<file path="config.mk">
export PLATFORM = sky130hd
export DESIGN_NAME = fetch_unit_flat
export DESIGN_NICKNAME = d
export VERILOG_FILES = /design/src/rtl/arm_pkg.sv /design/src/rtl/fetch_unit_if.sv /design/src/rtl/fetch_fifo.sv /design/src/rtl/fetch_unit.sv /design/src/flat_wrapper.sv
export SDC_FILE = /design/constraint.sdc
export NUM_CORES = 1
export LEC_CHECK = 0
export CORE_MARGIN = 1
export CORE_UTILIZATION = 54
export DETAILED_ROUTE_END_ITERATION = 10
export PLACE_DENSITY = 0.86
export SLEW_MARGIN = 20
export SYNTH_ARGS = -nofsm -noshare
export SYNTH_HDL_FRONTEND = slang
export SYNTH_SLANG_ARGS = --single-unit
</file>
<file path="constraint.sdc">
create_clock -name clock -period 6.4 [get_ports clock]
set_clock_uncertainty 0.05 [all_clocks]
set_input_delay 0.64 -clock clock [delete_from_list [all_inputs] [get_ports clock]]
set_output_delay 0.64 -clock clock [all_outputs]
set_load 0.005 [all_outputs]
</file>
<file path="src/rtl/arm_pkg.sv">
// Shared widths, fetch FSM encoding and the fetch-queue entry type.
package arm_pkg;
  localparam int ADDR_W     = 64;
  localparam int INSTR_W    = 32;
  localparam int PC_STEP    = 4;
  localparam int FIFO_DEPTH = 2;

  typedef enum logic [1:0] {
    IDLE = 2'd0,
    REQ  = 2'd1,
    DROP = 2'd2
  } fetch_state_e;

  typedef struct packed {
    logic [ADDR_W-1:0]  pc;
    logic [INSTR_W-1:0] instr;
  } fetch_entry_t;

  // Instruction addresses are word aligned; low two bits are ignored.
  function automatic logic [ADDR_W-1:0] align_pc(input logic [ADDR_W-1:0] a);
    return a & ~{{(ADDR_W-2){1'b0}}, 2'b11};
  endfunction
endpackage

</file>
<file path="src/rtl/fetch_unit_if.sv">
// Fetch unit bus: instruction-memory port, redirect input and decode handshake.
interface fetch_unit_if;
  import arm_pkg::*;

  logic               imem_req;
  logic [ADDR_W-1:0]  imem_addr;
  logic               imem_ack;
  logic [INSTR_W-1:0] imem_data;
  logic               redirect;
  logic [ADDR_W-1:0]  redirect_pc;
  logic               out_valid;
  logic               out_ready;
  logic [INSTR_W-1:0] out_instr;
  logic [ADDR_W-1:0]  out_pc;

  modport master (
    output imem_req, imem_addr, out_valid, out_instr, out_pc,
    input  imem_ack, imem_data, redirect, redirect_pc, out_ready
  );

  modport slave (
    input  imem_req, imem_addr, out_valid, out_instr, out_pc,
    output imem_ack, imem_data, redirect, redirect_pc, out_ready
  );
endinterface

</file>
<file path="src/rtl/fetch_fifo.sv">
// Two-entry {pc, instr} queue; entry 0 is always the head so the output is a flop.
module fetch_fifo
  import arm_pkg::*;
(
  input  logic         clk,
  input  logic         rst,
  input  logic         i_push,
  input  logic         i_pop,
  input  logic         i_flush,
  input  fetch_entry_t i_data,
  output fetch_entry_t o_head,
  output logic [1:0]   o_count
);
  fetch_entry_t r_ent0, r_ent1;
  logic [1:0]   r_count;
  logic         w_pop;

  assign w_pop   = i_pop & (r_count != 2'd0);
  assign o_head  = r_ent0;
  assign o_count = r_count;

  always_ff @(posedge clk) begin
    if (rst) begin
      r_count <= 2'd0;
      r_ent0  <= '0;
      r_ent1  <= '0;
    end else if (i_flush) begin
      r_count <= 2'd0;
    end else begin
      case ({i_push, w_pop})
        2'b10: begin
          if (r_count == 2'd0) r_ent0 <= i_data;
          else                 r_ent1 <= i_data;
          r_count <= r_count + 2'd1;
        end
        2'b01: begin
          r_ent0  <= r_ent1;
          r_count <= r_count - 2'd1;
        end
        2'b11: begin
          // Count is unchanged; the new entry lands behind whatever survives the pop.
          if (r_count == 2'd1) begin
            r_ent0 <= i_data;
          end else begin
            r_ent0 <= r_ent1;
            r_ent1 <= i_data;
          end
        end
        default: ;
      endcase
    end
  end
endmodule

</file>
<file path="src/rtl/fetch_unit.sv">
// Instruction fetch: single-outstanding imem requests feeding a 2-entry queue to decode.
module fetch_unit
  import arm_pkg::*;
#(
  parameter logic [ADDR_W-1:0] RESET_PC = '0
) (
  input logic          clock,
  input logic          reset,
  fetch_unit_if.master bus
);
  fetch_state_e      r_state, w_state_nxt;
  logic [ADDR_W-1:0] r_pc, w_pc_nxt;
  logic [1:0]        w_count, w_cnt_after_pop;
  logic              w_valid, w_pop, w_push;
  fetch_entry_t      w_head, w_push_data;

  assign w_valid         = (w_count != 2'd0);
  assign w_pop           = w_valid & bus.out_ready;
  assign w_cnt_after_pop = w_count - {1'b0, w_pop};
  assign w_push_data     = '{pc: r_pc, instr: bus.imem_data};

  always_comb begin
    w_state_nxt = r_state;
    w_pc_nxt    = r_pc;
    w_push      = 1'b0;
    case (r_state)
      IDLE: begin
        if (bus.redirect || (w_cnt_after_pop < 2'd2)) w_state_nxt = REQ;
      end
      REQ: begin
        if (bus.imem_ack) begin
          w_push   = ~bus.redirect;
          w_pc_nxt = r_pc + ADDR_W'(PC_STEP);
          // Keep requesting only if the pushed word still leaves a free slot.
          w_state_nxt = (bus.redirect || (w_cnt_after_pop == 2'd0)) ? REQ : IDLE;
        end else if (bus.redirect) begin
          w_state_nxt = DROP;
        end
      end
      DROP: begin
        // Swallow the ack of the request that was in flight when redirected.
        if (bus.imem_ack) w_state_nxt = REQ;
      end
      default: w_state_nxt = IDLE;
    endcase
    if (bus.redirect) w_pc_nxt = align_pc(bus.redirect_pc);
  end

  always_ff @(posedge clock) begin
    if (reset) begin
      r_state <= IDLE;
      r_pc    <= RESET_PC;
    end else begin
      r_state <= w_state_nxt;
      r_pc    <= w_pc_nxt;
    end
  end

  fetch_fifo u_fifo (
    .clk     (clock),
    .rst     (reset),
    .i_push  (w_push),
    .i_pop   (w_pop & ~bus.redirect),
    .i_flush (bus.redirect),
    .i_data  (w_push_data),
    .o_head  (w_head),
    .o_count (w_count)
  );

  assign bus.imem_req  = (r_state == REQ);
  assign bus.imem_addr = r_pc;
  assign bus.out_valid = w_valid;
  assign bus.out_pc    = w_head.pc;
  assign bus.out_instr = w_head.instr;
endmodule
</file>
<file path="src/flat_wrapper.sv">
// flat-port wrapper written by rule: the top's interface ports become plain ports
module fetch_unit_flat import arm_pkg::*;
#(
  parameter logic [ADDR_W-1:0] RESET_PC = '0
)
  (clock, reset, bus_imem_req, bus_imem_addr, bus_out_valid, bus_out_instr, bus_out_pc, bus_imem_ack, bus_imem_data, bus_redirect, bus_redirect_pc, bus_out_ready);
  fetch_unit_if bus_i ();
  input logic clock;
  input logic reset;
  output wire logic [$bits(bus_i.imem_req)-1:0] bus_imem_req;
  output wire logic [$bits(bus_i.imem_addr)-1:0] bus_imem_addr;
  output wire logic [$bits(bus_i.out_valid)-1:0] bus_out_valid;
  output wire logic [$bits(bus_i.out_instr)-1:0] bus_out_instr;
  output wire logic [$bits(bus_i.out_pc)-1:0] bus_out_pc;
  input wire logic [$bits(bus_i.imem_ack)-1:0] bus_imem_ack;
  input wire logic [$bits(bus_i.imem_data)-1:0] bus_imem_data;
  input wire logic [$bits(bus_i.redirect)-1:0] bus_redirect;
  input wire logic [$bits(bus_i.redirect_pc)-1:0] bus_redirect_pc;
  input wire logic [$bits(bus_i.out_ready)-1:0] bus_out_ready;
  assign bus_imem_req = bus_i.imem_req;
  assign bus_imem_addr = bus_i.imem_addr;
  assign bus_out_valid = bus_i.out_valid;
  assign bus_out_instr = bus_i.out_instr;
  assign bus_out_pc = bus_i.out_pc;
  assign bus_i.imem_ack = bus_imem_ack;
  assign bus_i.imem_data = bus_imem_data;
  assign bus_i.redirect = bus_redirect;
  assign bus_i.redirect_pc = bus_redirect_pc;
  assign bus_i.out_ready = bus_out_ready;
  fetch_unit #(.RESET_PC(RESET_PC)) u_core (.clock(clock), .reset(reset), .bus(bus_i));
endmodule
</file>
==> flow_summary.toml <==
[place]
dpl_worst_slack_ns = 2.193
io_buffer_count = 256
place.gp.congestion = 0.8188
place_area_um2 = 13570
dp_cells = 1764
dp_hpwl_um = 20130

[drt]
wire_per_inst_um = 17.73
postRouteAntennaNets = 0
drtIter0Drc = 858
wl_um = 32160
drc = 0
vias = 10910
viasPerCell = 6.014
firstDrtPassIters = 8

[synth]
synthCells = 1352
synth-edff-count = 0
yosysUniqueCellTypes = 52
ys_warn_count = 0
yosysSeqAreaShare_pct = 46.06
synthFlopType = "dfxtp_1"
async_reset_ff_share_pct = 0
avgSynthCellArea_um2 = 8.166
syn_area_um2 = 11040
synth_seq_cells = 254

[sta]
timing.hold.ws_ns = 0.4041
min_period_over_period_pct = 60.20
max_freq_ghz = 0.2596
finalSetupViolations = 0
tightestPinTransition_ns = 1.163
min_period_ns = 3.853
rsz0062_at_grt = "false"
hold_viol_final = 0
fin_ws_ns = 2.547
fin_setup_tns_ns = 0
slew_headroom_pct = 22.46
slew_viol_final = 0

[cts]
cts_made_buffers = 26
clockRootBuffer = "clkbuf_16"
hold_buffers = 0
cts.reportedPaths.clkPinSlew_ns = 0.06
cts_sinks = 254
cts_tree = "done"
post-cts-setup-buffers = 0
cts-resized-gates = 0
clkLatencyLatePin_ns = 0.53
clk_path_buf_depth = 3
htree_levels = 1

[hold_path]
hold-path-cell-count = 2
min_path_type = "register to register"

[cells_and_area]
final_core_util_pct = 73.34
design_area_um2 = 14510
drive_gt1_share_pct = 5.168
area_delta_synth_final_pct = 31.40
final_cells = 1814
finalNetCount = 1636

[die]
die_w_um = 145.0
die_h_um = 145.0
core_area_um2 = 19780
rows = 51
boundaryPins = 263
dieArea_um2 = 21020
start_util_pct = 55.81

[outcome]
status = "finished clean"

[worst_setup_path]
required_ns = 6.70
max_stage_delay_ns = 0.87
critPathArrivalTime_ns = 4.15
worstSetupPathType = "input pin to register"
crit_chain = "clkdlybuf4s50_1 -> buf_4 -> nor3b_1 -> inv_1 -> ha_1 -> nor2b_1 -> or3_4 -> a221oi_1 -> nor3_1"
cp-start-kind = "input pin"
cp-end-kind = "register"
reg2regPathDepth = 9
cp_max_fo = 94
cp_slowest_cell = "nor3b_1"
rrSetupSlack_ns = 2.60

[pwr]
leakagePower_nw = 4.822
total_power_mw = 3.641
power-per-cell-area_nw_per_um2 = 250.9
vdd_drop_max_mv = 0.2097

[grt]
antenna_found_initial = 1
grt_usage_pct = 29.88
grt_pass1_vias = 10280
grt_pass1_wl_um = 52300
grt_max_degree = 174
overflow = 0

[flow_run]
max_cap_violations = 0
## cells in the mapped netlist (5+ instances only)
| library cell | instances | area share (%) |
|---|---|---|
| nor3_1 | 106 | 4.8 |
| buf_1 | 14 | 0.48 |
| a221oi_1 | 94 | 7.5 |
| inv_1 | 20 | 0.68 |
| dfxtp_1 | 254 | 46 |
| nor2_1 | 168 | 5.7 |
| buf_2 | 12 | 0.54 |
| ha_1 | 7 | 0.79 |
| o21ai_0 | 5 | 0.23 |
| nand3_1 | 17 | 0.77 |
| nand2_1 | 231 | 7.9 |
| or3_1 | 6 | 0.34 |
| a211oi_1 | 29 | 2.0 |
| nand4_1 | 29 | 1.6 |
| xnor2_1 | 16 | 1.3 |
| o31ai_1 | 13 | 0.88 |
| or4_1 | 15 | 1.0 |
| clkbuf_1 | 92 | 3.1 |
| a311oi_1 | 19 | 1.5 |
| and3_1 | 9 | 0.51 |
| nor4_1 | 9 | 0.51 |
| a21oi_1 | 105 | 4.8 |
| xor2_1 | 23 | 1.8 |
## cell families (layout without fill, tap and decap cells)
group | count (synthesis) | after routing | share of synthesized area [%]
flip-flops | 254 | 254 | 46.06
other | 1 | 5 | 0.03397
buffers and inverters | 143 | 336 | 5.134
AO/OA/AOI/OAI | 280 | 280 | 17.93
adder cells (fa/ha/maj) | 7 | 7 | 0.7933
AND/OR/NAND/NOR | 624 | 624 | 26.60
XOR/XNOR | 39 | 39 | 3.094
multiplexers | 4 | 4 | 0.3627
## power by group
group | switching [mW] | leakage [nW] | internal, mW
registers | 0.0760 | 2.07 | 1.64
clock network | 0.632 | 0.450 | 0.915
logic | 0.170 | 2.30 | 0.206
total | 0.878 | 4.82 | 2.76
## cell usage in the layout, fill, tap and decap left out, types with 2 or more instances in the layout
cell type / Yosys / layout
or4_1: 15 / 15
nor3_2: 2 / 3
a311oi_1: 19 / 19
a221oi_1: 94 / 94
clkbuf_16: 0 / 26
and4_1: 4 / 4
nor4_4: 3 / 3
nand4_4: 2 / 2
nand2_1: 231 / 230
ha_1: 7 / 7
mux2i_1: 4 / 4
nor3b_1: 3 / 3
dfxtp_1: 254 / 254
a2111oi_0: 4 / 4
and3_1: 9 / 9
nor3_1: 106 / 105
nor4b_1: 4 / 4
buf_4: 4 / 10
nand4_2: 3 / 3
xnor2_1: 16 / 16
a211oi_1: 29 / 29
nor2b_1: 3 / 3
nand3_1: 17 / 17
nand4_1: 29 / 29
o21ai_0: 5 / 5
inv_1: 20 / 20
or3_1: 6 / 5
nor2_1: 168 / 167
nor4_1: 9 / 9
xor2_1: 23 / 23
clkdlybuf4s50_1: 0 / 255
nor4_2: 3 / 3
clkinv_2: 0 / 7
a21oi_1: 105 / 105
conb_1: 1 / 4
o21a_1: 3 / 3
o31ai_1: 13 / 13
clkbuf_8: 0 / 12
o21bai_1: 2 / 2
## per-layer routing
layer	track usage [%]	up-vias	part of all wire, %
met3	6.132	80	8.5
met2	48.25	475	47
met1	38.51	5145	41
met4	13.09	0	3.8
li1	-	5209	-
met5	0	-	0
## sequential cells by signal, indices dropped and copies added (netlist names)
| register | count |
|---|---|
| u_core.u_fifo.o_count | 2 |
| u_core.u_fifo.r_ent1 | 94 |
| u_core.bus.imem_addr | 62 |
| u_core.r_state | 2 |
| u_core.u_fifo.o_head | 94 |
## final cells by class
type / instances / area, µm²
inverters: 21 / 80.08
multi-input cells: 958 / 5441
well taps: 265 / 331.6
repair buffers: 267 / 2669
clock buffers: 38 / 805.8
fillers: 1503 / 5274
clock inverters: 10 / 92.59
diodes: 1 / 2.502
flip-flops and latches: 254 / 5085
## final timing paths
check | from | endpoint
max | bus_redirect | u_core.u_fifo.o_head[74]
min | u_core.u_fifo.r_ent1[69] | u_core.u_fifo.r_ent1[69]
max reg2reg | u_core.u_fifo.o_count[0] | u_core.u_fifo.o_head[74]
min reg2reg | u_core.u_fifo.r_ent1[69] | u_core.u_fifo.r_ent1[69]
## critical path, delay by kind of cell
| family | cells | cell delay (ns) |
|---|---|---|
| buffers and inverters | 3 | 0.90 |
| and+or+nand+nor | 4 | 1.85 |
| adders and majority gates | 1 | 0.31 |
| AOI/OAI and AO/OA | 1 | 0.43 |
No activity file was read; power rests on OpenSTA's default activity.
